[src/rtl/inst_mem_loader.sv]
// inst_mem_loader: boot stage that streams a length-prefixed, little-endian image into instruction
// memory and then raises start. Define INST_LOADER_CHECKSUM_EN to require a trailing XOR check byte.
module inst_mem_loader #(
    parameter int DEPTH = 256,
    parameter int CNT_W = 16
) (
    input  logic        clk,
    input  logic        rst,
    input  logic        load_req,
    input  logic        byte_valid,
    input  logic [7:0]  byte_data,
    output logic        byte_ready,
    output logic        wr_en,
    output logic [31:0] wr_addr,
    output logic [31:0] wr_data,
    output logic        start,
    output logic        busy,
    output logic        err
);
    localparam int IDX_W = (DEPTH > 1) ? $clog2(DEPTH) : 1;

    // DONE covers the cycle in which the final write is on the port, so start and busy swap together.
    typedef enum logic [2:0] {
        IDLE,
        LEN0,
        LEN1,
        DATA,
`ifdef INST_LOADER_CHECKSUM_EN
        CHK,
`endif
        DONE,
        RUN,
        ERR
    } state_t;

    state_t             state_q, state_d;
    logic [CNT_W-1:0]   length_q, length_d;
    logic [IDX_W-1:0]   word_idx_q, word_idx_d;
    logic [1:0]         byte_cnt_q, byte_cnt_d;
    logic [23:0]        asm_q, asm_d;
    logic               wr_en_q, wr_en_d;
    logic [31:0]        wr_addr_q, wr_addr_d;
    logic [31:0]        wr_data_q, wr_data_d;
    logic               start_q, start_d;
    logic               err_q, err_d;
`ifdef INST_LOADER_CHECKSUM_EN
    logic [7:0]         csum_q, csum_d;
`endif

    logic               xfer;
    logic [CNT_W-1:0]   header_len;
    logic               last_word;

    always_comb begin
        byte_ready = 1'b0;
        busy       = 1'b0;
        case (state_q)
            LEN0, LEN1, DATA: begin
                byte_ready = 1'b1;
                busy       = 1'b1;
            end
`ifdef INST_LOADER_CHECKSUM_EN
            CHK: begin
                byte_ready = 1'b1;
                busy       = 1'b1;
            end
`endif
            DONE:    busy = 1'b1;
            default: ;
        endcase
    end

    assign xfer = byte_valid & byte_ready;

    always_comb begin
        state_d    = state_q;
        length_d   = length_q;
        word_idx_d = word_idx_q;
        byte_cnt_d = byte_cnt_q;
        asm_d      = asm_q;
        wr_en_d    = 1'b0;
        wr_addr_d  = wr_addr_q;
        wr_data_d  = wr_data_q;
        start_d    = start_q;
        err_d      = err_q;
`ifdef INST_LOADER_CHECKSUM_EN
        csum_d     = csum_q;
`endif
        header_len = CNT_W'({byte_data, length_q[7:0]});
        last_word  = (32'(word_idx_q) == 32'(length_q) - 32'd1);

        case (state_q)
            IDLE: begin
                if (load_req) state_d = LEN0;
            end
            LEN0: begin
                if (xfer) begin
                    length_d[7:0] = byte_data;
                    state_d       = LEN1;
                end
            end
            LEN1: begin
                if (xfer) begin
                    length_d = header_len;
                    if (header_len == '0 || 32'(header_len) > 32'(DEPTH)) begin
                        state_d = ERR;
                        err_d   = 1'b1;
                    end else begin
                        state_d    = DATA;
                        word_idx_d = '0;
                        byte_cnt_d = '0;
`ifdef INST_LOADER_CHECKSUM_EN
                        csum_d     = '0;
`endif
                    end
                end
            end
            DATA: begin
                if (xfer) begin
                    byte_cnt_d = byte_cnt_q + 2'd1;
`ifdef INST_LOADER_CHECKSUM_EN
                    csum_d     = csum_q ^ byte_data;
`endif
                    case (byte_cnt_q)
                        2'd0:    asm_d[7:0]   = byte_data;
                        2'd1:    asm_d[15:8]  = byte_data;
                        2'd2:    asm_d[23:16] = byte_data;
                        default: begin
                            wr_en_d    = 1'b1;
                            wr_addr_d  = {{(30-IDX_W){1'b0}}, word_idx_q, 2'b00};
                            wr_data_d  = {byte_data, asm_q};
                            word_idx_d = word_idx_q + 1'b1;
`ifdef INST_LOADER_CHECKSUM_EN
                            if (last_word) state_d = CHK;
`else
                            if (last_word) state_d = DONE;
`endif
                        end
                    endcase
                end
            end
`ifdef INST_LOADER_CHECKSUM_EN
            CHK: begin
                if (xfer) begin
                    if (byte_data == csum_q) begin
                        state_d = RUN;
                        start_d = 1'b1;
                    end else begin
                        state_d = ERR;
                        err_d   = 1'b1;
                    end
                end
            end
`endif
            DONE: begin
                state_d = RUN;
                start_d = 1'b1;
            end
            RUN, ERR: begin
                if (load_req) begin
                    state_d = LEN0;
                    start_d = 1'b0;
                    err_d   = 1'b0;
                end
            end
            default: state_d = IDLE;
        endcase
    end

    always_ff @(posedge clk) begin
        if (rst) begin
            state_q    <= IDLE;
            length_q   <= '0;
            word_idx_q <= '0;
            byte_cnt_q <= '0;
            asm_q      <= '0;
            wr_en_q    <= 1'b0;
            wr_addr_q  <= '0;
            wr_data_q  <= '0;
            start_q    <= 1'b0;
            err_q      <= 1'b0;
`ifdef INST_LOADER_CHECKSUM_EN
            csum_q     <= '0;
`endif
        end else begin
            state_q    <= state_d;
            length_q   <= length_d;
            word_idx_q <= word_idx_d;
            byte_cnt_q <= byte_cnt_d;
            asm_q      <= asm_d;
            wr_en_q    <= wr_en_d;
            wr_addr_q  <= wr_addr_d;
            wr_data_q  <= wr_data_d;
            start_q    <= start_d;
            err_q      <= err_d;
`ifdef INST_LOADER_CHECKSUM_EN
            csum_q     <= csum_d;
`endif
        end
    end

    assign wr_en   = wr_en_q;
    assign wr_addr = wr_addr_q;
    assign wr_data = wr_data_q;
    assign start   = start_q;
    assign err     = err_q;

endmodule

[config.mk]
export PLATFORM = sky130hd
export DESIGN_NAME = inst_mem_loader
export DESIGN_NICKNAME = d
export VERILOG_FILES = /design/src/rtl/inst_mem_loader.sv
export SDC_FILE = /design/constraint.sdc
export NUM_CORES = 1
export LEC_CHECK = 0
export BUFFER_PORTS_ARGS = -buffer_cell sky130_fd_sc_hd__buf_2
export CORE_MARGIN = 8
export CORE_UTILIZATION = 45
export CTS_BUF_LIST = sky130_fd_sc_hd__clkbuf_8
export CTS_CLUSTER_SIZE = 25
export DETAILED_ROUTE_END_ITERATION = 10
export HOLD_SLACK_MARGIN = 0.12
export PLACE_DENSITY = 0.64
export SKIP_LAST_GASP = 1
export SYNTH_ARGS = -nofsm -noshare
export SYNTH_HDL_FRONTEND = slang
export SYNTH_SLANG_ARGS = --single-unit
[constraint.sdc]
create_clock -name clk -period 2.7 [get_ports clk]
set_input_delay 0.135 -clock clk [delete_from_list [all_inputs] [get_ports clk]]
set_output_delay 0.135 -clock clk [all_outputs]
set_load 0.05 [all_outputs]
; ---- Word level (Yosys, flattened, before mapping)
; Index checks and enable logic that the tools add are counted.
[word_totals]
wordCells = 91
register_bits = 96
[op_classes]
n_eq_ne = 18
bitwise_logic = 5
n_mux = 27
n_reduce_logical = 24
add_sub_neg = 3
order_cmp = 1
[op_table]
columns = operator, count
row1 = 2-to-1 mux 8 bit, 5
row2 = == test 8 x 32 -> 1 bit, 1
row3 = case mux 8 bit (2 select lines), 2
row4 = 2-to-1 mux 3 bit, 7
row5 = subtractor 16 x 1 -> 17 bit (second input constant), 1
row6 = > comparator 16 x 9 -> 1 bit (second input constant), 1
row7 = logical NOT 16 bit, 1
row8 = inequality test 2 bit (second input constant), 8
row9 = case mux 3 bit (5 select lines), 1
row10 = AND reduction 3 bit, 5
row11 = OR reduction 3 bit, 4
row12 = == test 3 bit (second input constant), 3
row13 = adder 8 x 1 -> 8 bit (second input constant), 1
row14 = AND reduction 4 bit, 2
row15 = == test 3 x 2 -> 1 bit (second input constant), 2
row16 = 2-to-1 mux 1 bit, 6
row17 = 2-to-1 mux 2 bit, 3
row18 = AND reduction 6 bit, 1
row19 = nonzero test 2 bit, 3
row20 = AND reduction 5 bit, 1
row21 = inverter 1 bit, 4
row22 = case mux 1 bit (2 select lines), 2
row23 = case mux 2 bit (2 select lines), 1
row24 = AND reduction 2 bit, 2
row25 = other kinds (11), 11

; ---- Longest topological paths before layout
[depth]
depth_word = 6
ltp_mapped = 10

; ---- Worst setup path after synthesis
; No wires, ideal clock.
[synth_path]
path_type = reg-to-reg
start = register length_q[0]
end = register state_q[1]
required_time_ns = 2.558
synth_period_minus_slack_ns = 2.415
setup_time_ns = 0.142
stages_incl_launch_ff = 11
setup_slack_ns = 0.285
t_arrival_ns = 2.273
cell_sequence = dfxtp_1 clkbuf_1 inv_1 ha_1 clkbuf_1 or3_1 o22ai_1 nand4_1 a2111o_1 a2111oi_4 a221oi_1
[synth_between]
elab_chain_cells = 4
[synth_lines]
columns = element, line_no
row1 = from (decl), 37  ; logic [CNT_W-1:0] length_q, length_d;
row2 = from (signal assigned), 187  ; length_q <= length_d;
row3 = subtractor 16 x 1 -> 17 bit, 90  ; last_word = (32'(word_idx_q) == 32'(length_q) - 32'd1);
row4 = == test 8 x 32 -> 1 bit, 90
row5 = inequality test 2 bit (no source line), --
row6 = AND reduction 6 bit (no source line), --
row7 = to (signal assigned), 186  ; state_q <= state_d;
row8 = to (decl), 36  ; state_t state_q, state_d;
; No other way between the ends.
; A chain may end at the register's enable or synchronous reset.

; ---- Final worst setup path
; Ends and elaborated chain as after synthesis.

==> impl_metrics.env <==
export IMPL_crit_chain="inv_1, ha_1, or3_1, o22ai_1, nand4_1, a2111o_1, a2111oi_4, a221oi_1"
export IMPL_clock_path_buffers=2
export IMPL_cp_arrival_ns=2.73
export IMPL_drt_vias_per_instance=5.13
export IMPL_grt_pass1_vias=3788
export IMPL_dp_hpwl_um=7990
export IMPL_slew_violations=0
export IMPL_fin_tns_setup_ns=0
export IMPL_synthFlopType="dfxtp_1"
export IMPL_clock_latency_ns=0.36
export IMPL_place_area_um2=4760
export IMPL_grt_setup_unrepaired="false"
export IMPL_drt_pass1_iterations=4
export IMPL_finalWorstPathRequiredPeriod_ns=2.50
export IMPL_dp_cells=739
export IMPL_grt_total_usage=0.175
export IMPL_power_leakage_nw=1.89
export IMPL_ys_async_sr_fraction=0
export IMPL_antenna_found_initial=0
export IMPL_drv_cap=0
export IMPL_synth_seq_cells=96
export IMPL_min_path_type="in2reg"
export IMPL_synth_edf_count=0
export IMPL_fin_util=0.518
export IMPL_wirelength_um=11400
export IMPL_rows=36
export IMPL_critical_path_buf_inv_count=1
export IMPL_die_w_um=116
export IMPL_core_um2=9680
export IMPL_total_power_mw=3.37
export IMPL_hold_worst_slack_ns=0.133
export IMPL_synth_area_um2=4460
export IMPL_cp_top_family="compound AO/OA/AOI/OAI gates"
export IMPL_status="finished, final reports clean"
export IMPL_cts_clk_slew_worst_paths_ns=0.10
export IMPL_tightest_slew_ns=0.656
export IMPL_portBuffers=56
export IMPL_synth_cell_types=57
export IMPL_cp_max_fo=8
export IMPL_num_io_pins=81
export IMPL_cp_end_kind="flip-flop"
export IMPL_clock_skew_final_ns=0.00907
export IMPL_cp_required_ns=2.93
export IMPL_grt_pass1_wl_um=18500
export IMPL_fmax_mhz=399
export IMPL_fin_cells=762
export IMPL_cts_root_buf="clkbuf_8"
export IMPL_numCtsBuffers=9
export IMPL_drcViolationCount=0
export IMPL_slowest_delay_ns=0.48
export IMPL_setup_violations=0
export IMPL_finalInstanceArea_um2=5020
export IMPL_irDropWorstVdd_v=0.000699
export IMPL_powerDensity_nw_per_um2=672
export IMPL_cts_setup_buffers=0
export IMPL_cts_tree="yes"
export IMPL_clkSinkCount=96
export IMPL_routed_via_count=3906
export IMPL_final_common_cell="nand2_1"
export IMPL_grt_max_degree=32
export IMPL_cp_start_kind="flip-flop"
export IMPL_start_util=0.460
export IMPL_die_h_um=116
export IMPL_finalNetCount=643
export IMPL_die_area_um2=13400
export IMPL_preCtsSetupSlack_ns=0.238
export IMPL_syn_avg_cell_area_um2=7.72
export IMPL_syn_to_final_growth_pct=12.5
export IMPL_diodes=0
export IMPL_drive_gt1_frac=0.161
export IMPL_cts_resized=0
export IMPL_cts_htree_levels=3
export IMPL_finalHoldViolCount=0
export IMPL_synthCells=578
export IMPL_ant_nets=0
export IMPL_gp_congestion=0.874
export IMPL_worst_slew_margin_rel=0.559
export IMPL_overflow=0
export IMPL_rrSetupSlack_ns=0.20
export IMPL_path_class="reg2reg"
export IMPL_fin_crit_sh=0.928
export IMPL_worst_slack_ns=0.196
export IMPL_yosysWarnings=0
export IMPL_wl_per_cell_um=14.9
export IMPL_first_iter_violations=274
export IMPL_final_cell_mix="nand2_1 (150), dfxtp_1 (96), a21oi_1 (88)"
export IMPL_crit_slowest_cell="a2111o_1"
export IMPL_yosysSeqAreaShare=0.431
export IMPL_cts_hold_buf=7
==> cell usage after synthesis, drive strengths merged (2+ instances only) <==
cell type	count	area (um2)
a22oi	2	15.0
xnor2	10	87.6
nor3	4	20.0
nand3	34	175
and3	2	12.5
o22ai	4	25.0
nor3b	3	27.5
clkbuf	39	146
or4	4	33.8
inv	8	30.0
a221oi	2	17.5
nand4	4	25.0
and2	3	18.8
a21o	2	15.0
a21oi	88	440
nand2	150	563
o2111ai	2	17.5
nor2b	5	31.3
buf	27	200
or2	2	12.5
nor2	29	109
nor4	7	56.3
o21ai	7	38.8
ha	7	87.6
nand2b	5	31.3
or3	4	30.0
dfxtp	96	1920
xor2	5	43.8
a31oi	2	12.5
nand4b	2	17.5
a211oi	3	22.5
==> logic make-up (layout without fill, tap and decap cells) <==
family | Yosys count | count (layout) | synth area share
adders and majority gates | 7 | 7 | 0.0196
DFF | 96 | 96 | 0.431
and+or+nand+nor | 262 | 262 | 0.269
AOI/OAI and AO/OA | 123 | 123 | 0.166
xor gates and xnor gates | 15 | 15 | 0.0295
other | 1 | 24 | 0.000841
buffers and inverters | 74 | 102 | 0.0845
==> worst register-to-register path, cell delays in order (launching register included) <==
cell and delay (ns):
dfxtp_1 0.46, inv_1 0.10, ha_1 0.30, or3_1 0.36, o22ai_1 0.15, nand4_1 0.12
a2111o_1 0.48, a2111oi_4 0.28, a221oi_1 0.14
==> cell type report <==
class	instances	area [um2]
clock buffers	10	138
clock inverters	6	50.0
fillers	935	4670
inverters	8	30.0
multi-input cells	431	2250
flip-flops and latches	96	1920
well taps	133	166
repair buffers	78	463
==> per-layer routing <==
metal,global-route usage,vias up,wire length [um]
met3,0.0391,13,733
li1,-,1994,-
met2,0.274,100,5140
met5,0,-,0
met1,0.224,1799,5330
met4,0.0814,0,184
==> power breakdown <==
group / internal, mW / total (mW) / leakage, nW / switching, mW
clock: 0.371 / 0.893 / 0.0948 / 0.522
combinational: 0.313 / 0.920 / 1.02 / 0.608
sequential: 1.47 / 1.56 / 0.774 / 0.0921
==> final timing paths <==
path                                  from                        to  cells after the start
hold / removal                byte_data[0]  length_q[0]$_SDFFE_PP0P_                      3
setup / recovery  length_q[0]$_SDFFE_PP0P_   state_q[1]$_SDFFE_PP0P_                      8
hold reg to reg    wr_data[7]$_SDFFE_PP0P_   wr_data[7]$_SDFFE_PP0P_                      2
setup reg to reg  length_q[0]$_SDFFE_PP0P_   state_q[1]$_SDFFE_PP0P_                      8
==> flip-flops by register name, summed over array words and instances (netlist names) <==
name        count
start           1
length_q       16
wr_data        32
byte_cnt_q      2
asm_q          24
state_q         3
wr_en           1
err             1
word_idx_q      8
wr_addr         8
(Power assumes the default switching activity.)
